## config.mk

```make
export PLATFORM = sky130hd
export DESIGN_NAME = controller_op_reducer
export DESIGN_NICKNAME = d
export VERILOG_FILES = /design/src/rtl/controller_op_reducer_pkg.sv /design/src/rtl/controller_op_reducer_op_precedence.sv /design/src/rtl/controller_op_reducer.sv
export SDC_FILE = /design/constraint.sdc
export NUM_CORES = 1
export LEC_CHECK = 0
export ABC_AREA = 1
export BUFFER_PORTS_ARGS = -buffer_cell sky130_fd_sc_hd__buf_2
export CELL_PAD_IN_SITES_DETAIL_PLACEMENT = 2
export CELL_PAD_IN_SITES_GLOBAL_PLACEMENT = 2
export CORE_MARGIN = 8
export CORE_UTILIZATION = 30
export CTS_CLUSTER_DIAMETER = 100
export DETAILED_ROUTE_END_ITERATION = 8
export GPL_TIMING_DRIVEN = 1
export PLACE_DENSITY = 0.82
export SYNTH_ARGS = -nofsm -noshare
export SYNTH_HDL_FRONTEND = slang
export SYNTH_SLANG_ARGS = --single-unit
export TNS_END_PERCENT = 10
```

## constraint.sdc

```tcl
create_clock -name Clock -period 7.6 [get_ports Clock]
set_clock_uncertainty 0.05 [all_clocks]
set_input_delay 1.52 -clock Clock [delete_from_list [all_inputs] [get_ports Clock]]
set_output_delay 1.52 -clock Clock [all_outputs]
set_load 0.02 [all_outputs]
```

## src/rtl/controller_op_reducer_pkg.sv

```systemverilog
`default_nettype none
// ============================================================================
//  Module      : controller_op_reducer_pkg
//  Description : Operator codes, precedence ranks, error codes and controller
//                state encodings shared by the operator-reducer slice.
//  Revision    : 1.0 - initial release
// ============================================================================
package controller_op_reducer_pkg;

    // Operator token codes
    localparam int unsigned CO_NO  = 0;
    localparam int unsigned CO_ADD = 1;
    localparam int unsigned CO_SUB = 2;
    localparam int unsigned CO_MUL = 3;
    localparam int unsigned CO_DIV = 4;
    localparam int unsigned CO_LP  = 5;
    localparam int unsigned CO_RP  = 6;

    // Precedence ranks (LP ranks lowest so it never reduces)
    localparam int unsigned PREC_LP     = 0;
    localparam int unsigned PREC_ADDSUB = 1;
    localparam int unsigned PREC_MULDIV = 2;

    // Sticky error codes
    localparam logic [1:0] ERR_NONE     = 2'd0;
    localparam logic [1:0] ERR_OVERFLOW = 2'd1;
    localparam logic [1:0] ERR_PAREN    = 2'd2;

    // Controller states
    typedef enum logic [2:0] {
        CR_IDLE   = 3'd0,
        CR_REDUCE = 3'd1,
        CR_PUSH   = 3'd2,
        CR_FLUSH  = 3'd3,
        CR_ERROR  = 3'd4
    } cr_state_e;

endpackage
`default_nettype wire

```

## src/rtl/controller_op_reducer_op_precedence.sv

```systemverilog
`default_nettype none
// ============================================================================
//  Module      : op_precedence
//  Description : Combinational operator-code to precedence-rank lookup.
//                Non-arithmetic codes (NO, LP, RP, unknown) rank 0.
//  Revision    : 1.0 - initial release
// ============================================================================
module op_precedence #(
    parameter int OP_W   = 4,
    parameter int PREC_W = 2
) (
    input  logic [OP_W-1:0]   op,
    output logic [PREC_W-1:0] prec
);
    import controller_op_reducer_pkg::*;

    // Map operator code to its binding strength
    always_comb begin
        prec = PREC_W'(PREC_LP);
        if (op == OP_W'(CO_ADD) || op == OP_W'(CO_SUB)) begin
            prec = PREC_W'(PREC_ADDSUB);
        end else if (op == OP_W'(CO_MUL) || op == OP_W'(CO_DIV)) begin
            prec = PREC_W'(PREC_MULDIV);
        end
    end

endmodule
`default_nettype wire

```

## src/rtl/controller_op_reducer.sv

```systemverilog
`default_nettype none
// ============================================================================
//  Module      : controller_op_reducer
//  Description : Operator stack of the shunting-yard evaluator. Reduces
//                higher-or-equal precedence operators to the ALU sequencer
//                over valid/ready, pushes new operators, matches parentheses
//                and flushes the whole stack on request.
//  Revision    : 1.0 - initial release
// ============================================================================
module controller_op_reducer #(
    parameter int OP_W   = 4,
    parameter int DEPTH  = 8,
    parameter int PREC_W = 2
) (
    input  logic                         Clock,
    input  logic                         Reset,
    input  logic [OP_W-1:0]              in_op,
    input  logic                         in_valid,
    output logic                         in_ready,
    input  logic                         flush,
    output logic [OP_W-1:0]              issue_op,
    output logic                         issue_valid,
    input  logic                         issue_ready,
    output logic                         done,
    output logic [1:0]                   err,
    output logic [$clog2(DEPTH+1)-1:0]   level
);
    import controller_op_reducer_pkg::*;

    localparam int LW = $clog2(DEPTH + 1);
    localparam int IW = $clog2(DEPTH);

    cr_state_e         state;
    cr_state_e         state_next;
    logic [OP_W-1:0]   stack [DEPTH];
    logic [OP_W-1:0]   held;
    logic              hold_load;
    logic              push_en;
    logic [LW-1:0]     level_next;
    logic [LW-1:0]     level_m1;
    logic [IW-1:0]     top_idx;
    logic [IW-1:0]     next_idx;
    logic [OP_W-1:0]   top_op;
    logic [OP_W-1:0]   next_op;
    logic [PREC_W-1:0] prec_top;
    logic [PREC_W-1:0] prec_held;
    logic              issue_valid_next;
    logic [OP_W-1:0]   issue_op_next;
    logic              done_next;
    logic [1:0]        err_next;
    logic              nonempty;
    logic              xfer;
    logic              top_is_lp;
    logic              held_lp;
    logic              held_rp;
    logic              held_arith;

    // Top-of-stack and the entry beneath it (the latter lets a flush issue
    // back-to-back without a bubble). Reads are only used when level covers them.
    assign level_m1  = level - LW'(1);
    assign top_idx   = IW'(level - LW'(1));
    assign next_idx  = IW'(level - LW'(2));
    assign top_op    = stack[top_idx];
    assign next_op   = stack[next_idx];
    assign nonempty  = (level != '0);
    assign xfer      = issue_valid & issue_ready;
    assign top_is_lp = (top_op == OP_W'(CO_LP));

    assign held_lp    = (held == OP_W'(CO_LP));
    assign held_rp    = (held == OP_W'(CO_RP));
    assign held_arith = (held == OP_W'(CO_ADD)) || (held == OP_W'(CO_SUB)) ||
                        (held == OP_W'(CO_MUL)) || (held == OP_W'(CO_DIV));

    // Ready is a pure state decode, held low while reset is asserted
    assign in_ready = Reset & (state == CR_IDLE);

    op_precedence #(.OP_W(OP_W), .PREC_W(PREC_W)) u_prec_top (
        .op   (top_op),
        .prec (prec_top)
    );

    op_precedence #(.OP_W(OP_W), .PREC_W(PREC_W)) u_prec_held (
        .op   (held),
        .prec (prec_held)
    );

    // Next-state and next-output decode
    always_comb begin
        state_next       = state;
        level_next       = level;
        issue_valid_next = issue_valid;
        issue_op_next    = issue_op;
        done_next        = 1'b0;
        err_next         = err;
        push_en          = 1'b0;
        hold_load        = 1'b0;
        case (state)
            CR_IDLE: begin
                if (flush) begin
                    state_next = CR_FLUSH;
                end else if (in_valid && in_op != OP_W'(CO_NO)) begin
                    hold_load  = 1'b1;
                    state_next = CR_REDUCE;
                end
            end
            CR_REDUCE: begin
                if (xfer) begin
                    // Pop the consumed operator; re-evaluate next cycle
                    issue_valid_next = 1'b0;
                    level_next       = level_m1;
                end else if (issue_valid) begin
                    state_next = CR_REDUCE;
                end else if (held_lp) begin
                    state_next = CR_PUSH;
                end else if (held_rp) begin
                    if (!nonempty) begin
                        state_next = CR_ERROR;
                        err_next   = ERR_PAREN;
                        level_next = '0;
                    end else if (top_is_lp) begin
                        // Matching LP is dropped silently, RP is discarded
                        level_next = level_m1;
                        state_next = CR_IDLE;
                    end else begin
                        issue_valid_next = 1'b1;
                        issue_op_next    = top_op;
                    end
                end else if (held_arith) begin
                    if (nonempty && !top_is_lp && prec_top >= prec_held) begin
                        issue_valid_next = 1'b1;
                        issue_op_next    = top_op;
                    end else begin
                        state_next = CR_PUSH;
                    end
                end else begin
                    // Unknown codes are dropped
                    state_next = CR_IDLE;
                end
            end
            CR_PUSH: begin
                if (level == LW'(DEPTH)) begin
                    state_next = CR_ERROR;
                    err_next   = ERR_OVERFLOW;
                    level_next = '0;
                end else begin
                    push_en    = 1'b1;
                    level_next = level + LW'(1);
                    state_next = CR_IDLE;
                end
            end
            CR_FLUSH: begin
                if (!issue_valid) begin
                    if (!nonempty) begin
                        done_next  = 1'b1;
                        state_next = CR_IDLE;
                    end else if (top_is_lp) begin
                        state_next = CR_ERROR;
                        err_next   = ERR_PAREN;
                        level_next = '0;
                    end else begin
                        issue_valid_next = 1'b1;
                        issue_op_next    = top_op;
                    end
                end else if (issue_ready) begin
                    level_next = level_m1;
                    if (level == LW'(1)) begin
                        issue_valid_next = 1'b0;
                        done_next        = 1'b1;
                        state_next       = CR_IDLE;
                    end else if (next_op == OP_W'(CO_LP)) begin
                        issue_valid_next = 1'b0;
                        state_next       = CR_ERROR;
                        err_next         = ERR_PAREN;
                        level_next       = '0;
                    end else begin
                        issue_op_next = next_op;
                    end
                end
            end
            CR_ERROR: begin
                issue_valid_next = 1'b0;
                level_next       = '0;
            end
            default: begin
                state_next = CR_IDLE;
            end
        endcase
    end

    // State and registered outputs
    always_ff @(posedge Clock) begin
        if (!Reset) begin
            state       <= CR_IDLE;
            level       <= '0;
            issue_valid <= 1'b0;
            issue_op    <= '0;
            done        <= 1'b0;
            err         <= ERR_NONE;
        end else begin
            state       <= state_next;
            level       <= level_next;
            issue_valid <= issue_valid_next;
            issue_op    <= issue_op_next;
            done        <= done_next;
            err         <= err_next;
        end
    end

    // Latch the accepted token for evaluation
    always_ff @(posedge Clock) begin
        if (!Reset) begin
            held <= '0;
        end else if (hold_load) begin
            held <= in_op;
        end
    end

    // Stack storage; level alone marks which entries are live
    always_ff @(posedge Clock) begin
        if (push_en) begin
            stack[level[IW-1:0]] <= held;
        end
    end

endmodule
`default_nettype wire
```

==> flow_metrics.tcl <==
set metrics [dict create \
    place_hpwl_um 10200 \
    crit_path_end_kind "flop" \
    drive_above_1_share_pct 9.23 \
    syn2layout_area_growth_pct 9.80 \
    grt_first_pass_wirelength_um 21500 \
    synth_fa_ha_area_share_pct 3.51 \
    drt_iter0_drc 147 \
    start_util_pct 30.9 \
    min_path_type "reg2reg" \
    rsz0062_at_grt "no" \
    slew_violations 0 \
    netlist_area_mm2 0.00356 \
    cts.clk_slew.worst_paths_ns 0.08 \
    pin_count 22 \
    fin_nets 560 \
    die_w_um 125 \
    syn_nets 544 \
    dp_cells 677 \
    cts.sinks 51 \
    async_reset_ff_share_pct 0 \
    final_core_util_pct 34.0 \
    clock_latency_ns 0.31 \
    critPathKind "reg2reg" \
    worst_pin_slew_ns 0.722 \
    die_area_mm2 0.0156 \
    final_cell_count_no_fill 685 \
    slew_headroom_pct 51.5 \
    drv_cap 0 \
    via_per_inst 5.22 \
    synth_xor_xnor_area_share_pct 0.738 \
    powerDensity_mw_per_mm2 459 \
    fin_area_mm2 0.00391 \
    holdBufCountCts 0 \
    htree_levels 2 \
    tns_ns 0 \
    wl_um 13200 \
    cts_tree "done" \
    worst_slack_ns 3.33 \
    vias 3576 \
    timing.hold.ws_ns 0.402 \
    outcome "complete, no violations" \
    drtPass1Iterations 7 \
    fmax_ghz 0.234 \
    route.detailed.drc 0 \
    synthCells 525 \
    core_mm2 0.0115 \
    grt_pass1_vias 3993 \
    synth_cell_type_count 36 \
    synth_compound_area_share_pct 9.14 \
    cp-start-kind "flop" \
    cts_buffers 5 \
    routedWlPerCell_um 19.3 \
    yosysWarnings 0 \
    num_rows 39 \
    antenna_found_initial 0 \
    final-hold-violation-count 0 \
    ant_nets 0 \
    synthMuxAreaShare_pct 0 \
    cp.arrival_ns 4.43 \
    ys_seq_area_share_pct 37.7 \
    synth-simple-area-share_pct 37.2 \
    min_period_over_period_pct 56.2 \
    pre_cts_slack_ns 3.36 \
    synth_top_family_by_area "simple AND/OR/NAND/NOR gates" \
    fin_total_pwr_mw 1.80 \
    groute.usage.overall_pct 17.3 \
    setup_viol 0 \
    antennaDiodeCount 0 \
    gp_congestion 0.906 \
    die_height_um 125 \
    io_buffers 21 \
    grt.overflow.total 0 \
    post_dp_cell_area_mm2 0.00374 \
    p_leak_nw 1.85 \
    cts.path.max_buffers 2 \
    cts_root_buf "clkbuf_16" \
    ys_seq_elements 51 \
    fin_crit_ns 4.27 \
    ir_worst_vdd_uv 225 \
    grt_max_degree 40 \
    required_ns 7.76 \
    syn_avg_cell_area_um2 6.78 \
    postCtsSetupRepairBufs 0 \
    synth_edf_count 32 \
    crit_fanout 14 \
    synth_flop_cell "edfxtp_1" \
    cts_resized 0 \
]
==> path summary, 6_finish.rpt <==
path / start / endpoint / slack, ns / depth (start not counted)
worst max-delay path: level[1] / issue_op[0] / 3.33 / 19
worst min-delay path: err[1] / err[1] / 0.40 / 2
worst max register to register: level[1] / issue_op[0] / 3.33 / 19
worst min register to register: err[1] / err[1] / 0.40 / 2
==> kinds of logic (layout without fill, tap and decap cells) <==
| group | after synthesis | after routing |
|---|---|---|
| buffers and inverters | 94 | 111 |
| AO/OA/AOI/OAI | 58 | 58 |
| AND/OR/NAND/NOR | 309 | 309 |
| flip-flops | 51 | 51 |
| XOR/XNOR | 3 | 3 |
| adder cells (fa/ha/maj) | 10 | 10 |
==> flip-flops by register name (all words and copies together), names as in the netlist <==
register / count
stack: 32
held: 4
done: 1
err: 2
issue_valid: 1
state: 3
issue_op: 4
level: 4
==> synthesized netlist by cell type, types with 2 or more instances <==
| cell | number | area, um^2 |
|---|---|---|
| o21ai_0 | 25 | 125 |
| a31oi_1 | 4 | 25.0 |
| buf_4 | 3 | 22.5 |
| edfxtp_1 | 32 | 961 |
| xor2_1 | 2 | 17.5 |
| o211ai_1 | 2 | 15.0 |
| dfxtp_1 | 19 | 380 |
| nand2_4 | 2 | 22.5 |
| nand2_1 | 157 | 589 |
| nor2_1 | 59 | 221 |
| nand3_2 | 2 | 20.0 |
| a21oi_1 | 18 | 90.1 |
| nand3_1 | 64 | 320 |
| nand2_2 | 7 | 43.8 |
| ha_1 | 10 | 125 |
| clkinv_1 | 2 | 7.51 |
| nor3_1 | 8 | 40.0 |
| nor2_2 | 4 | 25.0 |
| buf_2 | 4 | 20.0 |
| inv_1 | 76 | 285 |
| buf_6 | 6 | 67.6 |
| nand4_1 | 5 | 31.3 |
==> metal layers <==
layer | share of wire (%) | vias up | global-route usage, %
li1 | - | 1721 | -
met1 | 43 | 1746 | 20.5
met2 | 50 | 85 | 30.4
met3 | 4.4 | 24 | 3.48
met4 | 2.7 | 0 | 6.16
met5 | 0 | - | 0
==> worst max-delay path, stage by stage (launching register included) <==
cell      delay, ns
dfxtp_1        0.66
clkinv_1       0.50
ha_1           0.72
clkinv_1       0.37
nand3_1        0.21
nand2_1        0.06
nand2_1        0.06
nand2_1        0.09
nor2_1         0.11
inv_1          0.05
o21ai_0        0.20
ha_1           0.28
a21oi_1        0.23
inv_1          0.09
nand3_1        0.09
nand2_1        0.06
nand2_2        0.15
nand2_1        0.07
nand2_1        0.06
nor2_1         0.06
==> layout by cell type (no fill, tap or decap), types with 10 or more instances in the layout <==
cell type,Yosys,final
o21ai_0,25,25
nand3_1,64,64
dfxtp_1,19,19
nor2_1,59,59
buf_2,4,21
ha_1,10,10
nand2_1,157,157
a21oi_1,18,18
inv_1,76,76
edfxtp_1,32,32
==> power breakdown <==
| group | switching, mW | leakage (nW) | internal [mW] |
|---|---|---|---|
| clock | 0.113 | 0.0815 | 0.157 |
| combinational | 0.794 | 1.32 | 0.327 |
| sequential | 0.0601 | 0.451 | 0.345 |
| total | 0.967 | 1.85 | 0.829 |
==> cell type report <==
cell class                 instances  area, um^2
clock buffer                       6         129
clock inverter                     2        38.8
fill                            1407        7610
inverter                          81         308
multi-input combinational        380        1800
sequential                        51        1340
tap                              143         179
timing repair buffer              22         113
Power figures use the tool's default switching activity.
